### src/rtl/rst_seq_pkg.sv
`default_nettype none
// ============================================================================
// Module      : rst_seq_pkg
// Description : Shared types and helpers for the reset sequencer: FSM state
//               encoding, counter width helper, parameter legality check.
// Revision    : 1.0 - initial release
// ============================================================================
package rst_seq_pkg;

    // Encoding is visible on the state output port, so values are fixed.
    typedef enum logic [1:0] {
        ST_ASSERT  = 2'd0,
        ST_STRETCH = 2'd1,
        ST_RELEASE = 2'd2,
        ST_RUN     = 2'd3
    } state_t;

    // Width able to hold 0..n-1; never narrower than one bit.
    function automatic int cnt_width(input int n);
        return (n <= 2) ? 1 : $clog2(n);
    endfunction

    function automatic bit params_legal(input int sync_stages, input int stretch,
                                        input int nout, input int gap);
        return (sync_stages >= 2) && (stretch >= 1) && (nout >= 1) && (gap >= 1);
    endfunction

endpackage
`default_nettype wire

### src/rtl/rst_sync_chain.sv
`default_nettype none
// ============================================================================
// Module      : rst_sync_chain
// Description : Reset deassertion synchronizer. Asynchronous clear, synchronous
//               release after SYNC_STAGES rising edges.
// Revision    : 1.0 - initial release
// ============================================================================
module rst_sync_chain #(
    parameter int SYNC_STAGES = 2
) (
    input  logic clk,
    input  logic rn,
    output logic rn_sync
);

    logic [SYNC_STAGES-1:0] sync_q;

    // Shift a constant one through the chain; RN low clears it at once.
    always_ff @(posedge clk or negedge rn) begin
        if (!rn) begin
            sync_q <= '0;
        end else begin
            sync_q <= {sync_q[SYNC_STAGES-2:0], 1'b1};
        end
    end

    assign rn_sync = sync_q[SYNC_STAGES-1];

endmodule
`default_nettype wire

### src/rtl/rst_seq_gen.sv
`default_nettype none
// ============================================================================
// Module      : rst_seq_gen
// Description : Reset synchronizer and sequencer. Stretches a synchronized
//               reset release, then releases NOUT reset domains in order,
//               GAP cycles apart. Software request re-runs the sequence.
// Revision    : 1.0 - initial release
// ============================================================================
module rst_seq_gen
    import rst_seq_pkg::*;
#(
    parameter int SYNC_STAGES = 2,
    parameter int STRETCH     = 16,
    parameter int NOUT        = 4,
    parameter int GAP         = 4
) (
    input  logic            CLK,
    input  logic            RN,
    input  logic            sw_rst_req,
    input  logic            ext_hold,
    output logic [NOUT-1:0] rn_out,
    output logic            rst_done,
    output logic [1:0]      state
);

    localparam int CNT_W  = cnt_width(STRETCH);
    localparam int GCNT_W = cnt_width(GAP);
    localparam int IDX_W  = cnt_width(NOUT);

    if (!params_legal(SYNC_STAGES, STRETCH, NOUT, GAP)) begin : g_param_check
        $error("rst_seq_gen: illegal parameter set");
    end

    logic              rn_sync;
    state_t            state_q, state_d;
    logic [CNT_W-1:0]  cnt_q, cnt_d;
    logic [GCNT_W-1:0] gcnt_q, gcnt_d;
    logic [IDX_W-1:0]  idx_q, idx_d;
    logic [NOUT-1:0]   rn_out_d;
    logic              rst_done_d;

    rst_sync_chain #(
        .SYNC_STAGES (SYNC_STAGES)
    ) u_sync (
        .clk     (CLK),
        .rn      (RN),
        .rn_sync (rn_sync)
    );

    // State, counters and reset outputs all live in flops cleared by RN, so
    // every rn_out bit is a direct flop output and cannot glitch.
    always_ff @(posedge CLK or negedge RN) begin
        if (!RN) begin
            state_q  <= ST_ASSERT;
            cnt_q    <= '0;
            gcnt_q   <= '0;
            idx_q    <= '0;
            rn_out   <= '0;
            rst_done <= 1'b0;
        end else begin
            state_q  <= state_d;
            cnt_q    <= cnt_d;
            gcnt_q   <= gcnt_d;
            idx_q    <= idx_d;
            rn_out   <= rn_out_d;
            rst_done <= rst_done_d;
        end
    end

    // Next-state logic: ext_hold freezes the counters, software request
    // overrides everything except the asynchronous reset.
    always_comb begin
        state_d    = state_q;
        cnt_d      = cnt_q;
        gcnt_d     = gcnt_q;
        idx_d      = idx_q;
        rn_out_d   = rn_out;
        rst_done_d = rst_done;

        case (state_q)
            ST_ASSERT: begin
                if (rn_sync && !ext_hold) begin
                    state_d = ST_STRETCH;
                    cnt_d   = '0;
                end
            end
            ST_STRETCH: begin
                if (!ext_hold) begin
                    if (cnt_q == CNT_W'(STRETCH - 1)) begin
                        rn_out_d = NOUT'(1);
                        idx_d    = IDX_W'(1);
                        gcnt_d   = '0;
                        if (NOUT == 1) begin
                            state_d    = ST_RUN;
                            rst_done_d = 1'b1;
                        end else begin
                            state_d = ST_RELEASE;
                        end
                    end else begin
                        cnt_d = cnt_q + 1'b1;
                    end
                end
            end
            ST_RELEASE: begin
                if (!ext_hold) begin
                    if (gcnt_q == GCNT_W'(GAP - 1)) begin
                        // Outputs form a thermometer code, so the next
                        // domain is released by shifting in another one.
                        rn_out_d = (rn_out << 1) | NOUT'(1);
                        gcnt_d   = '0;
                        if (idx_q == IDX_W'(NOUT - 1)) begin
                            state_d    = ST_RUN;
                            rst_done_d = 1'b1;
                        end else begin
                            idx_d = idx_q + 1'b1;
                        end
                    end else begin
                        gcnt_d = gcnt_q + 1'b1;
                    end
                end
            end
            default: ;
        endcase

        if (sw_rst_req && (state_q != ST_ASSERT)) begin
            state_d    = ST_STRETCH;
            cnt_d      = '0;
            gcnt_d     = '0;
            idx_d      = '0;
            rn_out_d   = '0;
            rst_done_d = 1'b0;
        end
    end

    assign state = state_q;

endmodule
`default_nettype wire

### config.mk
export PLATFORM = sky130hd
export DESIGN_NAME = rst_seq_gen
export DESIGN_NICKNAME = d
export VERILOG_FILES = /design/src/rtl/rst_seq_pkg.sv /design/src/rtl/rst_sync_chain.sv /design/src/rtl/rst_seq_gen.sv
export SDC_FILE = /design/constraint.sdc
export NUM_CORES = 1
export LEC_CHECK = 0
export ABC_CLOCK_PERIOD_IN_PS = 2800
export BUFFER_PORTS_ARGS = -buffer_cell sky130_fd_sc_hd__buf_2
export CAP_MARGIN = 30
export CORE_MARGIN = 3
export CORE_UTILIZATION = 35
export CTS_CLUSTER_SIZE = 14
export DETAILED_ROUTE_END_ITERATION = 10
export PLACE_DENSITY = 0.54
export SKIP_LAST_GASP = 1
export SLEW_MARGIN = 20
export SYNTH_ARGS = -nofsm -noshare
export SYNTH_HDL_FRONTEND = slang
export SYNTH_SLANG_ARGS = --single-unit
export TNS_END_PERCENT = 100
### constraint.sdc
create_clock -name CLK -period 2.8 [get_ports CLK]
set_input_delay 0.28 -clock CLK [delete_from_list [all_inputs] [get_ports CLK]]
set_output_delay 0.28 -clock CLK [all_outputs]
set_load 0.01 [all_outputs]
Word level (Yosys, flattened, before mapping)
Cells that the tools add are included.
Widths: inputs -> output; s select.
{"block": "word_totals", "reg_bits": 17, "in_bits": 4, "output_inout_bits": 7, "elab_cells": 78}
{"block": "classes", "n_addsub": 3, "eq_ne": 14, "muxes": 37, "reduce_logical": 17}
{"cell": "$mux 2", "count": 18}
{"cell": "$mux 4", "count": 9}
{"cell": "$ne 3x3->1 const B", "count": 8}
{"cell": "$pmux 4 s2", "count": 2}
{"cell": "$reduce_and 4->1", "count": 3}
{"cell": "$pmux 2 s2", "count": 2}
{"cell": "$reduce_bool 2->1", "count": 4}
{"cell": "$reduce_and 7->1", "count": 1}
{"cell": "$eq 2x2->1 const B", "count": 3}
{"cell": "$pmux 2 s3", "count": 1}
{"cell": "$reduce_and 6->1", "count": 1}
{"cell": "$reduce_bool 3->1", "count": 2}
{"cell": "$mux 1", "count": 5}
{"cell": "$reduce_and 5->1", "count": 1}
{"cell": "$add 2x1->2 const B", "count": 2}
{"cell": "$add 4x1->4 const B", "count": 1}
{"cell": "$eq 4x4->1 const B", "count": 1}
{"cell": "$reduce_bool 4->1", "count": 1}
{"cell": "$eq 2x1->1 const B", "count": 1}
{"cell": "$logic_and 1x1->1", "count": 2}
{"cell": "$logic_not 2->1", "count": 1}
{"cell": "$ne 2x1->1 const B", "count": 1}
{"cell": "$logic_not 1->1", "count": 1}

Depth between registers and ports, before layout
{"block": "logic_depth", "ltp_word": 6, "ltp_mapped": 8, "ltp_nobuf": 7}

Cells and area by module
From an unflattened synthesis, not the netlist that was laid out.
{"block": "hier_totals", "cells_unflattened": 97, "hier_area_um2": 1032.2}
{"mod": "rst_seq_gen", "n_inst": 1, "cells_per_inst": 94, "area_each_um2": 978.4, "seq_area_each_um2": 375.4}
{"mod": "rst_sync_chain", "n_inst": 1, "cells_per_inst": 3, "area_each_um2": 53.8, "seq_area_each_um2": 50.0}

Worst setup path before layout
No wires, ideal clock.
{"block": "synth_timing", "path_kind": "reg2reg", "startpoint": "register state_q[0] (netlist: state[0])", "endpoint": "register rn_out[1]", "setup_time_ns": 0.125, "arrival_time_ns": 1.806, "t_required_ns": 2.675, "setup_slack_ns": 0.869, "path_stages_with_launch": 9, "n_path_buf": 1, "synth_period_minus_slack_ns": 1.931, "path_cell_list": "dfrtp_1 inv_1 ha_1 nand2b_2 o211ai_2 o221a_1 buf_6 o21ai_4 mux2_4"}
{"block": "synth_between", "elab_chain_len": 4, "elab_cells_between_ends": 12, "cone_classes": "6 x eq/ne; 2 x mux; 4 x reduce/logical"}
{"item": "from (decl)", "line_no": "rst_seq_gen.sv:35", "text": "state_t state_q, state_d;"}
{"item": "from (signal assigned)", "line_no": "rst_seq_gen.sv:61", "text": "state_q <= state_d;"}
{"item": "$reduce_bool 2->1", "line_no": "rst_seq_gen.sv:125", "text": "if (sw_rst_req && (state_q != ST_ASSERT)) begin"}
{"item": "$logic_and 1x1->1", "line_no": "rst_seq_gen.sv:125"}
{"item": "$ne 3x3->1 (no source line) / $reduce_bool 3->1 (equally long branches)"}
{"item": "$reduce_and 5->1 (no source line)"}
{"item": "to (signal assigned)", "line_no": "rst_seq_gen.sv:65", "text": "rn_out <= rn_out_d;"}
{"item": "to (decl)", "line_no": "rst_seq_gen.sv:21", "text": "output logic [NOUT-1:0] rn_out,"}
Parallel ways exist; a longest one is shown, timed or not.
A chain may end at the register's enable or synchronous reset.

Final worst setup path
{"block": "layout_timing", "startpoint": "register state_q[0] (netlist: state[0])", "endpoint": "register rn_out[2]"}
The elaborated chain is that of the path after synthesis.

==> impl_metrics.csv <==
group,metric,value,unit
status,status,"completed",
drt,dr.pass1.iters,4,
drt,post_drt_wl_per_cell,13.7,µm
finish,multi_input_area,546,µm²
clocking,insertion_delay,0.29,ns
clocking,clock_sinks,17,
clocking,cts_setup_buffers,0,
worst_setup_path,reg2reg_to,"rn_out[2]",
finish,mostFrequentLayoutCell,"dfrtp_1",
hold_path,hp-class,"register to register",
finish,final_core_util,40.9,%
placement,placed_area,1100,µm²
worst_setup_path,critical_path_peak_fanout,9,
floorplanning,fp-row-count,19,
pwr,p_total,1.03,mW
pwr,p_per_area,904,nW/µm²
finish,area.sequential,425,µm²
job,max_cap_viol_count,0,
worst_setup_path,path_class,"register to register",
yosys,syn_nets,113,
timing,fin_crit_sh,77.6,%
hold_path,hp-start,"u_sync.sync_q[0]",
timing,timing.final.ws_setup,0.627,ns
timing,max_freq,0.460,GHz
pwr,p_leak,0.558,nW
floorplanning,coreArea,2780,µm²
timing,slew_violations,0,
worst_setup_path,path_cells,"inv_1 -> ha_1 -> nand2b_2 -> o211ai_2 -> o221a_1 -> o21ai_4 -> mux2_4",
placement,numPortBuffers,10,
yosys,yosysSeqAreaShare,41.3,%
yosys,syn_avg_cell_area,10.1,µm²
drt,drt_wl_total,1.99,mm
timing,rsz0062_at_grt,"no",
finish,fillers,272,
placement,hpwl,1.45,mm
drt,drt_drc_violations_left,0,
worst_setup_path,cp_data_required_time,2.98,ns
clocking,clk_path_buf_depth,2,
worst_setup_path,crit_arrival,2.36,ns
yosys,syn_inst,102,
finish,fin_nets,126,
clocking,cts-root-buf,"clkbuf_4",
yosys,yosys_warnings,0,
placement,place_congestion,0.817,
clocking,cts_buffers,3,
clocking,cts_htree_levels,1,
finish,syn2layout_area_growth,10.6,%
yosys,synth_edf_count,0,
pwr,ir_drop,508,µV
floorplanning,io-pin-count,11,
placement,pre_cts_ws,0.628,ns
timing,tns,0,ns
hold_path,whs_endpoint,"u_sync.sync_q[1]",
worst_setup_path,max_stage_delay,0.46,ns
floorplanning,die_w,60.2,µm
worst_setup_path,regToRegStartpoint,"state[0]",
worst_setup_path,cp-end-kind,"register",
timing,finalHoldViolCount,0,
timing,fin_skew,0.00814,ns
clocking,cts_tree,"yes",
floorplanning,initial_core_util,37.0,%
yosys,synth_top_area_share,41.3,%
floorplanning,die_h,60.2,µm
yosys,ys_types,35,
grt,grt_pass1_vias,730,
grt,grt_start_max_net_pins,18,
finish,mostFrequentLayoutCells,"17 x dfrtp_1, 10 x nand2_1, 10 x buf_2, 9 x inv_1, 8 x o21ai_0",
finish,drive_above_1_share,23.7,%
drt,via_per_inst,5.39,
yosys,synth_area_leaders,"dfrtp_1 41%, ha_1 8.5%, mux2_4 4.4%",
worst_setup_path,worstRegToRegCells,7,
yosys,syn_area,1030,µm²
grt,grt_pass1_wl,3.44,mm
grt,grt_overflow_total,0,
worst_setup_path,startpoint_type,"register",
yosys,ys_ff_latch,17,
finish,postLayoutCellArea,1140,µm²
timing,min_period,2.17,ns
timing,setup_viol,0,
worst_setup_path,rrSetupSlack,0.63,ns
drt,detail-route-antenna-nets,0,
grt,grt_usage,12.9,%
yosys,synthArstFlopShare,100,%
finish,antenna_cells,0,
yosys,yosysTopAreaCell,"dfrtp_1",
drt,num_vias,781,
yosys,synth_flop_cell,"dfrtp_1",
floorplanning,design.die.area,3630,µm²
grt,antenna_found_initial,0,
drt,drt_iter0_drc,30,
worst_setup_path,crit_slowest_cell,"dfrtp_1",
hold_path,holdPathStages,0,
clocking,clkTransAtPathRegs,0.11,ns
final cells by class:
class | count | share of cell area (%)
multi-input cells | 72 | 47.9
clock buffers | 3 | 1.98
clock inverters | 1 | 0.440
flip-flops and latches | 17 | 37.4
well taps | 31 | 3.41
inverters | 9 | 2.97
repair buffers | 12 | 5.93
synthesized netlist by cell type (2+ instances only):
| cell type | n |
|---|---|
| nand2_1 | 10 |
| dfrtp_1 | 17 |
| nor3_1 | 5 |
| nor2_1 | 2 |
| nand3_1 | 3 |
| mux2_4 | 3 |
| a21oi_1 | 4 |
| buf_2 | 2 |
| inv_1 | 9 |
| o21ai_0 | 8 |
| mux2_2 | 3 |
| o2111ai_1 | 2 |
| nand2b_1 | 2 |
| ha_1 | 7 |
| and3_1 | 5 |
timing repair:
| action | in CTS | in global routing |
|---|---|---|
| gates resized for setup | 0 | 0 |
| endpoints found under the hold margin | 17 | 0 |
| hold buffers | 1 | 0 |
metal layers:
metal	vias up	track usage (%)	share of wire, %	routed length [µm]
li1	390	-	-	-
met1	372	18.4	53	1060
met2	14	18.5	41	822
met3	5	2.59	3.4	68
met4	0	5.70	1.9	37
met5	-	0	0	0
critical path, delay by kind of cell (launching register included):
family,cells,cell delay (ns)
muxes,1,0.31
buffers and inverters,1,0.11
adders and majority gates,1,0.26
and+or+nand+nor,1,0.24
AOI/OAI and AO/OA,3,0.66
DFF,1,0.46
report_power, final:
| part | switching, mW | total [mW] | leakage [nW] | internal (mW) |
|---|---|---|---|---|
| logic | 0.307 | 0.534 | 0.323 | 0.227 |
| registers | 0.0521 | 0.358 | 0.218 | 0.306 |
| clock network | 0.0835 | 0.137 | 0.0177 | 0.0531 |
logic make-up (layout without fill, tap and decap cells):
family,after synthesis,in the layout,share of synthesized area (%)
flip-flops,17,17,41.3
multiplexers,7,7,8.63
adder cells (fa/ha/maj),7,7,8.51
AO/OA/AOI/OAI,26,26,20.2
other,1,1,0.364
buffers and inverters,13,25,5.71
AND/OR/NAND/NOR,31,31,15.3
sequential cells by signal, summed over array words and instances (netlist names):
name,flops
gcnt_q,2
u_sync.sync_q,2
state,2
rn_out,4
rst_done,1
idx_q,2
cnt_q,4
worst max-delay path by stage:
| stage | from | to | slack (ns) | depth (start not counted) |
|---|---|---|---|---|
| 5_1_grt | state[1] | rn_out[2] | 0.45 | 6 |
| 2_1_floorplan | state[0] | rn_out[1] | 0.87 | 8 |
| 6_report | state[0] | rn_out[2] | 0.63 | 7 |
| 3_5_place_dp | state[1] | rn_out[2] | 0.63 | 6 |
| 4_1_cts | state[1] | rn_out[2] | 0.61 | 6 |
| 3_3_place_gp | state[1] | rn_out[1] | 0.67 | 6 |
per-stage QoR:
step | hold slack, ns | cells
after detailed placement | 0.235 | 140
final | 0.364 | 145
after global placement | 0.230 | 140
after global routing | 0.384 | 145
after CTS | 0.369 | 145
after floorplan | -0.0156 | 102
Note: power is estimated with default switching activity, not from simulation.
